$ cat src/rtl/eth_pkg.sv
// Shared Ethernet framing constants and the transmit framer state type.
// Used by the GMII egress stage of every switch port.
package eth_pkg;

    localparam logic [7:0] ETH_PREAMBLE_BYTE = 8'h55;
    localparam logic [7:0] ETH_SFD_BYTE      = 8'hD5;
    localparam int         FIFO_EOF_BIT      = 8;
    localparam int         FIFO_WORD_W       = 9;

    typedef enum logic [2:0] {
        ST_IDLE     = 3'd0,
        ST_PREAMBLE = 3'd1,
        ST_SFD      = 3'd2,
        ST_DATA     = 3'd3,
        ST_DRAIN    = 3'd4,
        ST_IFG      = 3'd5
    } tx_state_t;

    function automatic int max_int(input int a, input int b);
        return (a > b) ? a : b;
    endfunction

endpackage

$ cat src/rtl/tx_stat_counters.sv
// Per-port transmit statistics: wrapping good-frame count and
// saturating underrun count.
module tx_stat_counters (
    input  logic        sys_clk,
    input  logic        sys_rst,
    input  logic        i_frame_inc,
    input  logic        i_underrun_inc,
    output logic [31:0] o_frames,
    output logic [15:0] o_underrun
);

    logic [31:0] r_frames;
    logic [15:0] r_underrun;

    // Underrun count sticks at all-ones so a flood of aborts stays visible.
    always_ff @(posedge sys_clk or negedge sys_rst) begin
        if (!sys_rst) begin
            r_frames   <= 32'd0;
            r_underrun <= 16'd0;
        end else begin
            if (i_frame_inc) begin
                r_frames <= r_frames + 32'd1;
            end
            if (i_underrun_inc && (r_underrun != 16'hFFFF)) begin
                r_underrun <= r_underrun + 16'd1;
            end
        end
    end

    assign o_frames   = r_frames;
    assign o_underrun = r_underrun;

endmodule

$ cat src/rtl/gmii_tx_framer.sv
// GMII transmit framer: drains a 9-bit tx FIFO, adds preamble/SFD,
// enforces the inter-frame gap and aborts underrun frames with tx_er.
module gmii_tx_framer
    import eth_pkg::*;
#(
    parameter int PREAMBLE_LEN = 7,
    parameter int IFG_CYCLES   = 12
) (
    input  logic                   sys_clk,
    input  logic                   sys_rst,
    input  logic [FIFO_WORD_W-1:0] tx_dout,
    input  logic                   tx_empty,
    output logic                   tx_rd_en,
    output logic [7:0]             gmii_txd,
    output logic                   gmii_tx_en,
    output logic                   gmii_tx_er,
    output logic [31:0]            stat_tx_frames,
    output logic [15:0]            stat_tx_underrun
);

    localparam int CNT_MAX = max_int(PREAMBLE_LEN, IFG_CYCLES);
    localparam int CNT_W   = $clog2(CNT_MAX + 1);

    localparam logic [CNT_W-1:0] PRE_LOAD = CNT_W'(PREAMBLE_LEN - 1);
    localparam logic [CNT_W-1:0] IFG_LOAD = CNT_W'(IFG_CYCLES - 1);

    tx_state_t        r_state;
    tx_state_t        w_next_state;
    logic [CNT_W-1:0] r_cnt;
    logic [CNT_W-1:0] w_next_cnt;
    logic             r_byte_valid;

    logic [7:0]       w_next_txd;
    logic             w_next_en;
    logic             w_next_er;
    logic             w_fetch_window;
    logic             w_drain_rd;
    logic             w_eof_seen;
    logic             w_frame_inc;
    logic             w_underrun_inc;

    assign w_eof_seen = r_byte_valid & tx_dout[FIFO_EOF_BIT];
    assign tx_rd_en   = (w_fetch_window | w_drain_rd) & ~tx_empty & ~w_eof_seen;

    // The GMII registers are loaded with the byte for the next wire cycle,
    // so the FIFO word present now becomes the wire byte one cycle later.
    always_comb begin
        w_next_state   = r_state;
        w_next_cnt     = r_cnt;
        w_next_txd     = 8'h00;
        w_next_en      = 1'b0;
        w_next_er      = 1'b0;
        w_fetch_window = 1'b0;
        w_drain_rd     = 1'b0;
        w_frame_inc    = 1'b0;
        w_underrun_inc = 1'b0;

        case (r_state)
            ST_IDLE: begin
                if (!tx_empty) begin
                    w_next_state = ST_PREAMBLE;
                    w_next_cnt   = PRE_LOAD;
                    w_next_txd   = ETH_PREAMBLE_BYTE;
                    w_next_en    = 1'b1;
                end
            end

            ST_PREAMBLE: begin
                w_next_en = 1'b1;
                if (r_cnt == '0) begin
                    w_fetch_window = 1'b1;
                    w_next_state   = ST_SFD;
                    w_next_txd     = ETH_SFD_BYTE;
                end else begin
                    w_next_cnt = r_cnt - CNT_W'(1);
                    w_next_txd = ETH_PREAMBLE_BYTE;
                end
            end

            // A missing byte here means the FIFO ran dry mid-frame.
            ST_SFD, ST_DATA: begin
                w_fetch_window = 1'b1;
                w_next_state   = ST_DATA;
                w_next_en      = 1'b1;
                if (r_byte_valid) begin
                    w_next_txd = tx_dout[7:0];
                    if (tx_dout[FIFO_EOF_BIT]) begin
                        w_frame_inc  = 1'b1;
                        w_next_state = ST_IFG;
                        w_next_cnt   = IFG_LOAD;
                    end
                end else begin
                    w_next_er      = 1'b1;
                    w_underrun_inc = 1'b1;
                    w_next_state   = ST_DRAIN;
                end
            end

            ST_DRAIN: begin
                w_drain_rd = 1'b1;
                if (w_eof_seen) begin
                    w_next_state = ST_IFG;
                    w_next_cnt   = IFG_LOAD;
                end
            end

            ST_IFG: begin
                if (r_cnt == '0) begin
                    w_next_state = ST_IDLE;
                end else begin
                    w_next_cnt = r_cnt - CNT_W'(1);
                end
            end

            default: begin
                w_next_state = ST_IDLE;
            end
        endcase
    end

    always_ff @(posedge sys_clk or negedge sys_rst) begin
        if (!sys_rst) begin
            r_state      <= ST_IDLE;
            r_cnt        <= '0;
            r_byte_valid <= 1'b0;
            gmii_txd     <= 8'h00;
            gmii_tx_en   <= 1'b0;
            gmii_tx_er   <= 1'b0;
        end else begin
            r_state      <= w_next_state;
            r_cnt        <= w_next_cnt;
            r_byte_valid <= tx_rd_en;
            gmii_txd     <= w_next_txd;
            gmii_tx_en   <= w_next_en;
            gmii_tx_er   <= w_next_er;
        end
    end

    tx_stat_counters u_stats (
        .sys_clk        (sys_clk),
        .sys_rst        (sys_rst),
        .i_frame_inc    (w_frame_inc),
        .i_underrun_inc (w_underrun_inc),
        .o_frames       (stat_tx_frames),
        .o_underrun     (stat_tx_underrun)
    );

endmodule
$ cat config.mk
export PLATFORM = sky130hd
export DESIGN_NAME = gmii_tx_framer
export DESIGN_NICKNAME = d
export VERILOG_FILES = /design/src/rtl/eth_pkg.sv /design/src/rtl/tx_stat_counters.sv /design/src/rtl/gmii_tx_framer.sv
export SDC_FILE = /design/constraint.sdc
export NUM_CORES = 1
export LEC_CHECK = 0
export CAP_MARGIN = 0
export CORE_MARGIN = 10
export CORE_UTILIZATION = 34
export CTS_BUF_LIST = sky130_fd_sc_hd__clkbuf_2 sky130_fd_sc_hd__clkbuf_4 sky130_fd_sc_hd__clkbuf_8
export CTS_CLUSTER_SIZE = 20
export DETAILED_ROUTE_END_ITERATION = 10
export PLACE_DENSITY_LB_ADDON = 0.1
export REMOVE_ABC_BUFFERS = 1
export SETUP_SLACK_MARGIN = 0.05
export SLEW_MARGIN = 0
export SYNTH_ARGS = -nofsm -noshare
export SYNTH_HDL_FRONTEND = slang
export SYNTH_HIERARCHICAL = 1
export SYNTH_SLANG_ARGS = --single-unit
export TNS_END_PERCENT = 20
$ cat constraint.sdc
create_clock -name sys_clk -period 2.8 [get_ports sys_clk]
set_input_delay 0.28 -clock sys_clk [delete_from_list [all_inputs] [get_ports sys_clk]]
set_output_delay 0.28 -clock sys_clk [all_outputs]
set_load 0.02 [all_outputs]
Word level (Yosys, flattened, before mapping)
Index checks and enable logic that the tools add are counted.

Register bits: 66. Input bits: 12. Output and inout bits: 59. Word-level logic and storage cells: 66.

Add/subtract/negate cells: 3. Equality and inequality tests: 13. Muxes and demuxes: 27. Bitwise logic cells: 6. Reductions and logical operators: 9.

Operators with widths (count): 32-bit by 1-bit adder with 32-bit output, second input constant (1); 8-bit one-hot mux with 3 select lines (1); 4-bit two-way mux (5); 3-bit two-way mux (6); 16-bit by 1-bit adder with 16-bit output, second input constant (1); 8-bit two-way mux (2); 16-bit inequality test, second input constant (1); 4-bit one-hot mux with 4 select lines (1); 3-bit one-hot mux with 5 select lines (1); 2-bit inequality test, second input constant (7); 1-bit two-way mux (8); 7-bit two-way mux (1); 3-bit by 2-bit equality test with 1-bit output, second input constant (2); 3-bit equality test, second input constant (2); 6-bit AND reduction (1); 4-bit logical NOT (1); 1-bit one-hot mux with 2 select lines (2); 4-bit AND reduction (1); 4-bit nonzero test (1); 2-bit OR reduction (2); 4-bit by 1-bit subtractor with 4-bit output, second input constant (1); 1-bit bitwise AND (3); 3-bit by 1-bit equality test with 1-bit output, second input constant (1); 3-bit logical NOT (1); other kinds (4) (5).

Longest topological paths before layout
Word-level depth: 6. Gate-level depth with buffers: 9. Gate-level depth less buffers: 7.

Modules after synthesis
Netlist, hierarchy kept.

By module, submodules not included: tx_stat_counters (times used 1, cells each 201, area an instance 2327.2 um^2, seq. area each 1201.2 um^2); gmii_tx_framer (times used 1, cells each 87, area an instance 868.3 um^2, seq. area each 450.4 um^2).

Worst setup path before layout
No wires, ideal clock.

Path kind: reg2reg. Start point: register r_byte_valid. End point: register u_stats.r_frames[29], in the netlist u_stats/o_frames[29]. Setup time: 80 ps. Arrival: 2199 ps. Data required time: 2720 ps. Slack: 521 ps. Cell stages (with the launch flop): 10. Buffers on the path: 2. Clock period less this slack: 2279 ps. Path through: dfrtp_1 > buf_4 > inv_1 > nor3b_2 > and2_1 > nand4_2 > or4_4 > buf_6 > nor4_4 > xor2_1.

Word-level cells in the longest chain between the ends: 2.

RTL lines: start, declared (RTL line gmii_tx_framer.sv:31) `logic r_byte_valid;`; start signal, assigned (RTL line gmii_tx_framer.sv:132) `r_byte_valid <= tx_rd_en;`; 1-bit two-way mux (RTL line gmii_tx_framer.sv:85) `if (r_byte_valid) begin`; 1-bit two-way mux (RTL line gmii_tx_framer.sv:58) `case (r_state)`; net w_frame_inc (RTL line gmii_tx_framer.sv:39) `logic w_frame_inc;`; end signal, assigned (RTL line tx_stat_counters.sv:22) `r_frames <= r_frames + 32'd1;`; end, declared (RTL line tx_stat_counters.sv:12) `logic [31:0] r_frames;`.

The timed path passes the listed nets, and every way through them passes these cells. A chain may end at the register's enable or synchronous reset.

Worst setup path in the final report
Start point: register r_byte_valid. End point: register u_stats.r_frames[30], in the netlist u_stats/o_frames[30].

The elaborated chain is that of the path after synthesis.

==> out/metrics.csv <==
metric,value,unit
outcome,finished clean,
fin crit share,81.8,%
# clock sinks,66,
yosys warns,6,
post-synthesis cell count,288,
setup TNS,0,ns
RSZ-0062 raised after global routing,no,
# diodes,0,
Lkg Pwr,2.03,nW
Min-Delay Path Class,in2async,
WS Path Type,reg2reg,
Power Density,640,nW/µm²
XOR/XNOR Fraction of Synth Area,12.3,%
row cnt,35,
drt pass-1 iters,5,
DIE WIDTH,117,µm
"flops & latches, synth",66,
port bufs,70,
number of fillers in the final layout,879,
syn avg cell area,11.1,µm²
pin slew with the least headroom to its limit,0.581,ns
Total Routing Usage GR,11.4,%
vias per cell,4.84,
clk buf depth,2,
first-pass GRT wire length,12200,µm
Rel. slew slack,61.3,%
synthesized area,3200,µm²
clock edge transition at the registers on the reported setup and hold paths,0.07,ns
die area,13700,µm²
total power draw,2.72,mW
Core Region,9200,µm²
Yosys top cell by area,dfrtp_1,
Vias,2341,
synth cell count leaders,"dfrtp_1 (66), xor2_1 (28), nand2_1 (27)",
Crit. End Element,register,
H-tree depth,3,
Cell variety after synth,47,
routed wire length,7460,µm
synthesized-area fraction occupied by adder cells,1.17,%
Synth top area share,51.7,%
pin count of the biggest net entering global routing,67,
drt initial violations,113,
Placer Congestion,0.782,
clock root buffer,clkbuf_8,
clk_lat worst skew,0.34,ns
die height,117,µm
Initial Utilization,34.7,%
Max Slew Vio Count,0,
initial antenna violation count,0,
f_max,437,MHz
CTS tree,built,
drc violations,0,
mux cell area share after synthesis,1.02,%
io pins,71,
cts bufs inserted,9,
Nets,383,
Post-synth EDFFs,0,
vias in the first global route,2393,
global route total overflow,0,
"Hold Vio Cnt, Final",0,
Post-DRT Antenna Nets,0,
critical path launch point type,register,
compound-gate portion of the synthesized area,5.79,%
share of layout cells above drive strength 1,11.8,%
max-cap violations,0,
CP Data Arrival Time,2.56,ns
top cells by area in the synthesized netlist,"dfrtp_1 (52%), xor2_1 (7.7%), xnor2_1 (4.7%), nand2_1 (3.2%), nand3_1 (2.0%)",
placed cells,467,
post-synthesis sequential area ratio,51.7,%
final core utilization,46.2,%
Syn-to-layout area delta,33.0,%
final setup fails,0,
asr flop ratio synth,100,%
clk_skew,0.00942,ns
Peak VDD IR,459,µV
Worst EP required,3.07,ns
Tmin final,2.29,ns
most common cell in the netlist,dfrtp_1,
"Top FF cell, synth",dfrtp_1,
detailed-route wire length per cell,15.4,µm
Post-DP HPWL,5410,µm
Non-Filler Instances,484,
Post-Synth Simple-Gate Area,25.0,%
crit-path max FO,7,
largest family of logic cells by synthesized area,simple AND/OR/NAND/NOR gates,
-- area by class of cell --
cell class / count / area (µm²) / area share, %
Clock buffer: 11 / 145 / 3.41
Inverter: 9 / 33.8 / 0.795
Multi-Input combinational cell: 204 / 1450 / 34.2
Tap cell: 111 / 139 / 3.27
Sequential cell: 66 / 1650 / 38.9
Clock inverter: 5 / 53.8 / 1.27
Timing Repair Buffer: 78 / 773 / 18.2
-- metal layers --
| metal | wire length [µm] | part of all wire (%) | global-route usage (%) |
|---|---|---|---|
| met5 | 0 | 0 | 0 |
| met4 | 70 | 0.94 | 3.21 |
| met3 | 673 | 9.0 | 5.50 |
| met2 | 3490 | 47 | 17.9 |
| met1 | 3230 | 43 | 13.6 |
-- cells by family (layout without fill, tap and decap cells) --
logic type | count (synthesis) | count (layout)
buffers and inverters | 18 | 103
AND/OR/NAND/NOR | 123 | 123
XOR/XNOR | 45 | 45
adder cells (fa/ha/maj) | 3 | 3
AO/OA/AOI/OAI | 30 | 30
flip-flops | 66 | 66
multiplexers | 3 | 3
-- where the power goes --
group / switching (mW) / total [mW] / internal [mW]
combinational: 0.405 / 0.747 / 0.342
sequential: 0.0905 / 1.16 / 1.07
clock: 0.371 / 0.813 / 0.443
total: 0.866 / 2.72 / 1.86
-- sequential cells by signal (all words and copies together), names as in the netlist --
name / count
r_byte_valid: 1
gmii_tx_en: 1
gmii_tx_er: 1
gmii_txd: 8
r_state: 3
r_cnt: 4
u_stats/o_frames: 32
u_stats/o_underrun: 16
-- cell usage in the layout (no fill, tap or decap), types with 7 or more instances in the layout --
cell,instances
nand2_1,27
a21oi_1,12
xnor2_1,17
dfrtp_1,66
nand3_1,13
nor2_1,15
nand4_1,7
xor2_1,28
clkdlybuf4s50_1,68
and3_1,7
and2_1,8
inv_1,9
nor3_1,11
clkbuf_8,10
-- final timing paths --
check	startpoint	cells after the start	slack (ns)	end
setup / recovery	r_byte_valid	7	0.51	u_stats/o_frames[30]
hold / removal	sys_rst	3	0.48	u_stats/o_frames[27]
setup reg to reg	r_byte_valid	7	0.51	u_stats/o_frames[30]
hold reg to reg	u_stats/o_frames[31]	1	0.48	u_stats/o_frames[31]
max in group asynchronous	sys_rst	3	2.01	u_stats/o_underrun[12]
min in group sys_clk	u_stats/o_frames[31]	1	0.48	u_stats/o_frames[31]
-- worst max-delay path, stage by stage (launching register included) --
cell and delay [ns]:
dfrtp_1 0.35, inv_1 0.07, nor3b_2 0.19, and2_1 0.29, nand4_2 0.20, or3_1 0.59
nor4_2 0.36, xor2_1 0.17
-- metrics by stage --
step	hold slack, ns	area (µm²)	worst slack (ns)
finish	0.475	4250	0.510
CTS	0.473	4240	0.139
detailed placement	0.333	4030	0.279
global route	0.484	4250	0.284
global placement	0.336	4030	0.362
floorplan	-0.0156	3130	0.419
-- timing repair --
action                                  CTS  global route
buffers inserted                          0             0
hold buffers                              1             0
gates resized for setup                   0             2
hold endpoints to repair                 66             0
endpoints found under the setup margin    0             1
No activity file was read; power rests on OpenSTA's default activity.
